--- config.mk ---
export PLATFORM = sky130hd
export DESIGN_NAME = adr_decoder_sync
export DESIGN_NICKNAME = d
export VERILOG_FILES = /design/src/rtl/adr_decoder_sync_pkg.sv /design/src/rtl/adr_decoder_sync_sync2.sv /design/src/rtl/adr_decoder_sync.sv
export SDC_FILE = /design/constraint.sdc
export NUM_CORES = 1
export LEC_CHECK = 0
export BUFFER_PORTS_ARGS = -buffer_cell sky130_fd_sc_hd__buf_2
export CORE_UTILIZATION = 40
export CTS_CLUSTER_DIAMETER = 200
export DETAILED_ROUTE_END_ITERATION = 16
export PLACE_DENSITY = 0.75
export REMOVE_ABC_BUFFERS = 1
export SLEW_MARGIN = 20
export SYNTH_ARGS = -nofsm -noshare
export SYNTH_HDL_FRONTEND = slang
export SYNTH_SLANG_ARGS = --single-unit
--- constraint.sdc ---
create_clock -name clk -period 1.8 [get_ports clk]
set_input_delay 0.36 -clock clk [delete_from_list [all_inputs] [get_ports clk]]
set_output_delay 0.36 -clock clk [all_outputs]
set_load 0.005 [all_outputs]
--- src/rtl/adr_decoder_sync_pkg.sv ---
`default_nettype none
// ============================================================================
//  Module  : adr_decoder_sync_pkg
//  Purpose : Shared definitions for the synchronous bus address decoder:
//            register offsets within the decoded window and FSM encoding.
//  Ports   : none (package)
//  Rev     : 1.0  initial release
// ============================================================================
package adr_decoder_sync_pkg;

  // Register offsets relative to BASE
  localparam logic [1:0] OFS_DATA  = 2'd0;  // read: data strobe, write: reset
  localparam logic [1:0] OFS_LADDR = 2'd1;  // write: low byte of mem_addr
  localparam logic [1:0] OFS_HADDR = 2'd2;  // write: high byte of mem_addr
  localparam logic [1:0] OFS_ROW   = 2'd3;  // write: row strobe

  // Access tracking FSM
  typedef enum logic [0:0] {
    ST_IDLE   = 1'b0,
    ST_ACTIVE = 1'b1
  } state_e;

endpackage
`default_nettype wire

--- src/rtl/adr_decoder_sync_sync2.sv ---
`default_nettype none
// ============================================================================
//  Module  : sync2
//  Purpose : Two-flop synchronizer for active-low bus strobes. Resets to all
//            ones so that a strobe reads as inactive out of reset.
//  Ports   : clk  - system clock
//            rst  - synchronous active-high reset
//            d_i  - asynchronous input
//            q_o  - synchronized output
//  Rev     : 1.0  initial release
// ============================================================================
module sync2 #(
  parameter int WIDTH = 1
) (
  input  logic             clk,
  input  logic             rst,
  input  logic [WIDTH-1:0] d_i,
  output logic [WIDTH-1:0] q_o
);

  logic [WIDTH-1:0] meta_q;
  logic [WIDTH-1:0] sync_q;

  always_ff @(posedge clk) begin
    if (rst) begin
      meta_q <= '1;
      sync_q <= '1;
    end else begin
      meta_q <= d_i;
      sync_q <= meta_q;
    end
  end

  assign q_o = sync_q;

endmodule
`default_nettype wire

--- src/rtl/adr_decoder_sync.sv ---
`default_nettype none
// ============================================================================
//  Module  : adr_decoder_sync
//  Purpose : Decodes an asynchronous bus (active-low csel/rd/wr) into
//            one-clock pulses and a 16-bit memory address register.
//            Window BASE..BASE+3:
//              +0 read  -> rd_pulse, then mem_addr increments
//              +0 write -> res_pulse, mem_addr and err cleared
//              +1 write -> mem_addr low byte  <= din
//              +2 write -> mem_addr high byte <= din
//              +3 write -> row_pulse
//  Ports   : clk, rst               - clock, synchronous active-high reset
//            addr, din              - bus address / write data
//            csel, rd, wr           - active-low async bus strobes
//            rd_pulse, res_pulse,
//            row_pulse              - one-clock registered pulses
//            mem_addr               - memory address register
//            err                    - sticky rd+wr collision flag
//  Rev     : 1.0  initial release
// ============================================================================
module adr_decoder_sync
  import adr_decoder_sync_pkg::*;
#(
  parameter int ADDR_W = 5,
  parameter int DATA_W = 8,
  parameter int BASE   = 20,
  parameter int MEM_AW = 16
) (
  input  logic              clk,
  input  logic              rst,
  input  logic [ADDR_W-1:0] addr,
  input  logic              csel,
  input  logic              rd,
  input  logic              wr,
  input  logic [DATA_W-1:0] din,
  output logic              rd_pulse,
  output logic              res_pulse,
  output logic              row_pulse,
  output logic [MEM_AW-1:0] mem_addr,
  output logic              err
);

  // --------------------------------------------------------------------------
  // Strobe synchronizers
  // --------------------------------------------------------------------------
  logic csel_s;
  logic rd_s;
  logic wr_s;

  sync2 #(.WIDTH(1)) u_sync_csel (.clk(clk), .rst(rst), .d_i(csel), .q_o(csel_s));
  sync2 #(.WIDTH(1)) u_sync_rd   (.clk(clk), .rst(rst), .d_i(rd),   .q_o(rd_s));
  sync2 #(.WIDTH(1)) u_sync_wr   (.clk(clk), .rst(rst), .d_i(wr),   .q_o(wr_s));

  // --------------------------------------------------------------------------
  // Address decode. addr is held stable while a strobe is low, so it is used
  // directly in the cycle the synchronized strobe first shows up.
  // Addresses below BASE wrap to large values and miss the window.
  // --------------------------------------------------------------------------
  logic [31:0] w_rel;
  logic        w_hit;
  logic [1:0]  w_ofs;

  assign w_rel = 32'(addr) - 32'(BASE);
  assign w_hit = (w_rel < 32'd4);
  assign w_ofs = w_rel[1:0];

  logic w_all_idle;
  assign w_all_idle = csel_s & rd_s & wr_s;

  // --------------------------------------------------------------------------
  // State
  // --------------------------------------------------------------------------
  state_e            state_q,     state_d;
  logic [1:0]        settle_q,    settle_d;
  logic              armed_q,     armed_d;
  logic              rd_pulse_q,  rd_pulse_d;
  logic              res_pulse_q, res_pulse_d;
  logic              row_pulse_q, row_pulse_d;
  logic [MEM_AW-1:0] mem_addr_q,  mem_addr_d;
  logic              err_q,       err_d;
  logic              inc_q,       inc_d;

  always_ff @(posedge clk) begin
    if (rst) begin
      state_q     <= ST_IDLE;
      settle_q    <= '0;
      armed_q     <= 1'b0;
      rd_pulse_q  <= 1'b0;
      res_pulse_q <= 1'b0;
      row_pulse_q <= 1'b0;
      mem_addr_q  <= '0;
      err_q       <= 1'b0;
      inc_q       <= 1'b0;
    end else begin
      state_q     <= state_d;
      settle_q    <= settle_d;
      armed_q     <= armed_d;
      rd_pulse_q  <= rd_pulse_d;
      res_pulse_q <= res_pulse_d;
      row_pulse_q <= row_pulse_d;
      mem_addr_q  <= mem_addr_d;
      err_q       <= err_d;
      inc_q       <= inc_d;
    end
  end

  // --------------------------------------------------------------------------
  // Next state / outputs
  // --------------------------------------------------------------------------
  always_comb begin
    state_d     = state_q;
    rd_pulse_d  = 1'b0;
    res_pulse_d = 1'b0;
    row_pulse_d = 1'b0;
    inc_d       = 1'b0;
    err_d       = err_q;
    // Read of BASE+0 bumps the address one cycle after its pulse.
    mem_addr_d  = inc_q ? (mem_addr_q + MEM_AW'(1)) : mem_addr_q;

    // The synchronizers hold their reset value for two cycles after reset,
    // which would hide a strobe still held low from before reset. settle_q
    // waits out that window; only then can an all-inactive observation arm
    // the decoder, so an access interrupted by reset is never re-decoded.
    settle_d = {settle_q[0], 1'b1};
    armed_d  = armed_q | (settle_q[1] & w_all_idle);

    case (state_q)
      ST_IDLE: begin
        if (armed_q && !csel_s && (!rd_s || !wr_s)) begin
          state_d = ST_ACTIVE;
          if (!rd_s && !wr_s) begin
            err_d = 1'b1;
          end else if (w_hit) begin
            if (!rd_s) begin
              if (w_ofs == OFS_DATA) begin
                rd_pulse_d = 1'b1;
                inc_d      = 1'b1;
              end
            end else begin
              case (w_ofs)
                OFS_DATA: begin
                  res_pulse_d = 1'b1;
                  mem_addr_d  = '0;
                  err_d       = 1'b0;
                end
                OFS_LADDR: mem_addr_d[DATA_W-1:0]      = din;
                OFS_HADDR: mem_addr_d[MEM_AW-1:DATA_W] = din;
                default:   row_pulse_d                 = 1'b1;
              endcase
            end
          end
        end
      end
      default: begin
        if (w_all_idle) begin
          state_d = ST_IDLE;
        end
      end
    endcase
  end

  assign rd_pulse  = rd_pulse_q;
  assign res_pulse = res_pulse_q;
  assign row_pulse = row_pulse_q;
  assign mem_addr  = mem_addr_q;
  assign err       = err_q;

endmodule
`default_nettype wire

==> results of run 1 <==
routing by layer:
layer | vias to the layer above | share of wire | GRT usage
met3 | 7 | 0.056 | 0.0504
li1 | 631 | - | -
met4 | 0 | 0.015 | 0.0877
met1 | 573 | 0.49 | 0.250
met5 | - | 0 | 0
met2 | 40 | 0.44 | 0.303
cells in the final DEF, fill, tap and decap left out, types with 2 or more instances in the layout:
cell type / count
and4_1: 3
inv_1: 2
nand4_1: 7
xnor2_1: 8
nand4bb_4: 2
o2111ai_1: 2
dfxtp_1: 30
a21oi_1: 11
nor3_1: 3
a22o_1: 4
buf_4: 4
buf_2: 37
a211oi_1: 5
or3_1: 3
clkbuf_8: 3
nor2_1: 6
nand3_1: 12
and3_1: 3
nor2b_1: 2
clkbuf_4: 5
nand2_1: 8
nand4bb_1: 2
xor2_1: 3
or2_2: 6
o21ai_0: 3
nor4_1: 2
cell families after synthesis:
logic type	after synthesis	share of synthesized area
compound gates	30	0.144
xor+xnor	11	0.0688
fa+ha+maj	1	0.00893
buf+inv	11	0.0321
flops	30	0.429
mux	1	0.00804
simple gates	66	0.310
cells in the mapped netlist (all sizes together) (3+ instances only):
cell type	count
nand4bb	4
nand3	12
or2	6
and3	3
o21ai	3
a211oi	5
or3	3
a21oi	11
nand2	8
nor4	3
xor2	3
nand4	7
nor2	6
xnor2	8
and4	3
clkbuf	7
nor3	3
a22o	4
dfxtp	30
sequential cells by signal, indices dropped and copies added, names as in the netlist:
signal              flops
mem_addr               16
settle_q                2
armed_q                 1
err                     1
inc_q                   1
res_pulse               1
row_pulse               1
state_q                 1
u_sync_csel.meta_q      1
u_sync_csel.q_o         1
u_sync_rd.meta_q        1
u_sync_rd.q_o           1
u_sync_wr.meta_q        1
u_sync_wr.q_o           1
per-stage QoR:
step           cells  cell area [sq um]   util
5_1_grt          236               1720  0.514
3_3_place_gp     228               1640  0.490
3_5_place_dp     228               1640  0.490
6_report         236               1720  0.514
2_1_floorplan    141               1360      -
4_1_cts          236               1720  0.514
layout make-up:
class	instances	area (sq um)	share of cell area
Sequential cell	30	601	0.350
Tap cell	46	57.6	0.0336
Multi-Input combinational cell	109	756	0.441
Inverter	2	7.51	0.00438
Timing Repair Buffer	41	215	0.125
Clock buffer	8	78.8	0.0460
worst reg2reg max path: stages (launching register included):
cell and delay (ns):
dfxtp_1 0.34, nand4bb_4 0.25, or3_1 0.45, and2_4 0.21, a22o_1 0.17
how the worst max path moves through the flow:
stage                              end  slack (ns)  cells after the start
3_3_place_gp    mem_addr[8]$_SDFF_PP0_        0.19                      5
2_1_floorplan  mem_addr[11]$_SDFF_PP0_        0.28                      4
3_5_place_dp    mem_addr[8]$_SDFF_PP0_        0.16                      5
4_1_cts         mem_addr[8]$_SDFF_PP0_        0.27                      4
6_report       mem_addr[11]$_SDFF_PP0_        0.29                      4
5_1_grt        mem_addr[12]$_SDFF_PP0_        0.17                      5
report_power, final:
group	internal, mW	switching [mW]
Clock	0.267	0.235
Sequential	0.674	0.00793
Combinational	0.0326	0.0366
==> qor.txt, run 1 <==
status -> completed
Static Leak -> 0.703 nW
worst r2r path cells -> 4
DP HPWL -> 2260 microns
core area -> 3340 sq um
Die ar. -> 3740 sq um
htree depth -> 2
slowest CP cell -> or3_1
minimum clock period -> 1.51 ns
VDD IR max -> 0.559 mV
post-cts sizing count -> 0
total grt overflow -> 0
Netlist cell types -> 39
fraction of layout cells with a size suffix above 1 -> 0.316
max cap viols -> 0
gpl congestion -> 0.847
DR iter-0 viols -> 83
crit-path cells -> nand4bb_4 -> or3_1 -> and2_4 -> a22o_1
GRT Total Usage -> 0.193
CP max stage delay -> 0.45 ns
Starting Density -> 0.420
max-slew violation count -> 0
RSZ-0062 raised after global routing -> no
Post-CTS Setup Bufs -> 0
wire length of the first global-routing pass -> 5220 microns
Routed wire per std cell -> 13.0 microns
FF-to-FF Start -> state_q$_SDFF_PP0_
Root Driver -> clkbuf_4
Slew @ Worst Pin -> 0.420 ns
Synth area leader -> dfxtp_1
Syn-to-layout area delta -> 22.4%
r2r endpoint -> mem_addr[11]$_SDFF_PP0_
mean post-synth cell area -> 9.34 sq um
Rel. slew slack -> 0.718
Sink Count -> 30
Min-Delay Path Class -> in2reg
R2R Setup Slk -> 0.29 ns
vias in the first global route -> 1,172
# diodes -> 0
final setup fails -> 0
top-area cell type share of the netlist area -> 0.429
Setup CP Type -> reg2reg
Power Total -> 1.25 mW
Horiz. Die Dim -> 61.2 microns
TritonRoute pass-1 iters -> 4
Hold Fails Final Rpt -> 0
final worst path period share -> 0.840
crit start category -> flop
die height -> 61.2 microns
setup ws final -> 0.288 ns
Hold Path End -> u_sync_rd.meta_q$_SDFF_PP1_
maximum root-to-sink buffer count -> 2
Worst-Skew Late Latency -> 0.33 ns
initial antenna violation count -> 0
setup_tns -> 0 ns
Min Hold Slack -> 0.205 ns
launch point of the critical path -> state_q$_SDFF_PP0_
Final nets -> 208
hold wc startpoint -> rd
WL final -> 3060 microns
vias per cell -> 5.30
Routed Antenna Nets -> 0
CTS tree -> yes
hold path depth -> 2
CTS hold repair buffers -> 0
Most used DFF post-synth -> dfxtp_1
Residual DRC -> 0
Buffers on Ports -> 37
delay-heaviest family, CP -> simple AND/OR/NAND/NOR gates
Yosys warning total -> 0
Post-Synthesis Cells -> 150
CTS clk-pin slew, worst paths -> 0.09 ns
ys async rst share -> 0
Pwr per Cell Area -> 730 nW/um^2
fmax -> 661 MHz
main area contributors after synthesis -> dfxtp_1, xnor2_1, nand3_1
Max Fanout on Critical Path -> 6
largest net degree at the start of global routing -> 19
via count -> 1,251
skew final -> 0.0118 ns
CP arrival -> 1.75 ns
Buf+Inv Stages, Crit Path -> 0
row count -> 21
number of buffers created by CTS -> 5
#FFs+latches synth -> 30
pre-CTS WS -> 0.165 ns
post-synthesis sequential area ratio -> 0.429
Crit. End Element -> flop
Cell Area, Synth -> 1400 sq um
Crit path required time -> 2.03 ns
I/O pins -> 38
Post-synth EDFFs -> 0
fill count -> 327
Power figures use the tool's default switching activity.
==> run 2, diff against run 1 <==
- PLACE_DENSITY: 0.75 -> 0.77
- clock period: 1.8 -> 1.3 ns (I/O delays scaled with it)
==> run 2 against run 1 <==
Against the previous run: the run now ends with setup timing left; clock power up 99%; via count up 15%; maximum frequency up 7.6%; utilization up 10 points; register-to-register slack worse by 0.39 ns; flip-flop and latch count unchanged; setup slack worse by 0.39 ns.
==> qor.txt, run 2 (same netlist as run 1, synthesis figures left out) <==
max-slew violation count -> 0
Crit. End Element -> flop
Power Total -> 2.06 mW
VDD IR max -> 0.663 mV
minimum clock period -> 1.40 ns
Logic pwr share -> 0.058
Min-Delay Path Class -> in2reg
fraction of layout cells with a size suffix above 1 -> 0.500
gpl congestion -> 0.812
Core Util, Final -> 0.615
maximum root-to-sink buffer count -> 2
Crit path required time -> 1.54 ns
TritonRoute pass-1 iters -> 4
CP arrival -> 1.65 ns
Horiz. Die Dim -> 61.2 microns
skew final -> 0.00848 ns
total grt overflow -> 0
I/O pins -> 38
CTS tree -> yes
CTS hold repair buffers -> 0
hold path depth -> 2
Routed Antenna Nets -> 0
Min Hold Slack -> 0.0872 ns
Setup CP Type -> reg2reg
R2R Setup Slk -> -0.10 ns
Final nets -> 238
WL final -> 3740 microns
via count -> 1,440
RSZ-0062 raised after global routing -> yes
Pwr per Cell Area -> 1000 nW/um^2
final setup fails -> 12
vias in the first global route -> 1,293
DP HPWL -> 2720 microns
Slew @ Worst Pin -> 0.224 ns
setup ws final -> -0.105 ns
Routed wire per std cell -> 14.0 microns
htree depth -> 2
Syn-to-layout area delta -> 46.3%
initial antenna violation count -> 0
Static Leak -> 0.898 nW
P_int -> 1.64 mW
DR iter-0 viols -> 58
Rel. slew slack -> 0.849
Sw Share -> 0.203
Root Driver -> clkbuf_4
die height -> 61.2 microns
Hold Fails Final Rpt -> 0
max reg flops -> 16
max cap viols -> 0
post-route cell area -> 2050 sq um
sequential power share -> 0.456
commonest non-fill, non-tap cells in the layout -> buf_2, buf_4, dfxtp_1
CTS clk-pin slew, worst paths -> 0.10 ns
fmax -> 712 MHz
final worst path period share -> 1.08
vias per cell -> 5.41
Starting Density -> 0.420
wire length of the first global-routing pass -> 5530 microns
Clk pwr share -> 0.487
Worst-Skew Late Latency -> 0.35 ns
pre-CTS WS -> -0.202 ns
worst r2r path cells -> 4
core area -> 3340 sq um
crit start category -> flop
# diodes -> 0
number of buffers created by CTS -> 5
largest net degree at the start of global routing -> 13
failing checks -> setup timing
Residual DRC -> 0
Placed Instance Area -> 1850 sq um
Max Fanout on Critical Path -> 5
row count -> 21
Net Switching -> 0.418 mW
most common cell after layout, fill and taps aside -> buf_2
Buffers on Ports -> 37
status -> finished, violations left
GRT Total Usage -> 0.207
Die ar. -> 3740 sq um
Sink Count -> 30
==> run 2: cell types whose count changed in the layout (fill, tap and decap cells not counted), sizes merged <==
cell    delta
clkbuf     -2
buf       +30
bufinv     +2
==> run 2: area by class of cell <==
type | count | area (sq um)
fillers | 299 | 1290
multi-input cells | 109 | 823
flip-flops and latches | 30 | 611
repair buffers | 71 | 440
clock inverters | 2 | 60.1
well taps | 46 | 57.6
clock buffers | 6 | 51.3
inverters | 2 | 7.51
==> run 2: layer usage <==
metal	GRT usage	up-vias	wire, microns	part of all wire
li1	-	694	-	-
met1	0.231	680	1500	0.40
met2	0.366	53	1910	0.51
met3	0.0546	13	230	0.062
met4	0.0974	0	93	0.025
met5	0	-	0	0
==> run 2: metrics by stage <==
stage,TNS [ns],std cells
2_1_floorplan,-1.69,141
3_3_place_gp,-2.19,257
3_5_place_dp,-2.80,257
4_1_cts,-0.969,265
5_1_grt,-1.79,266
6_report,-0.748,266
==> run 2: final timing paths <==
path	startpoint	end
worst max-delay path	state_q$_SDFF_PP0_	mem_addr[9]$_SDFF_PP0_
worst max register to register	state_q$_SDFF_PP0_	mem_addr[9]$_SDFF_PP0_
worst min-delay path	wr	u_sync_wr.meta_q$_SDFF_PP1_
worst min register to register	u_sync_rd.meta_q$_SDFF_PP1_	u_sync_rd.q_o$_SDFF_PP1_
==> run 2: what timing repair did <==
action / CTS / global route
setup buffers: 0 / 1
resized for setup: 9 / 15
gates cloned: 0 / 0
endpoints found under the setup margin: 17 / 18
pin swaps: 5 / 7
==> run 2: critical path: stages, from the launching register on <==
cell and delay [ns]:
dfxtp_2 0.33, nand4bb_4 0.20, or3_4 0.41, and2_4 0.19, a22o_1 0.17
==> run 2: power by group through the flow <==
stage | Sequential (mW) | Clock [mW] | Combinational (mW)
2_1_floorplan | 0.962 | 0 | 0.0345
3_3_place_gp | 0.961 | 0 | 0.114
3_5_place_dp | 0.961 | 0 | 0.115
4_1_cts | 0.940 | 1.01 | 0.117
5_1_grt | 0.939 | 1.05 | 0.128
6_report | 0.938 | 1.00 | 0.118
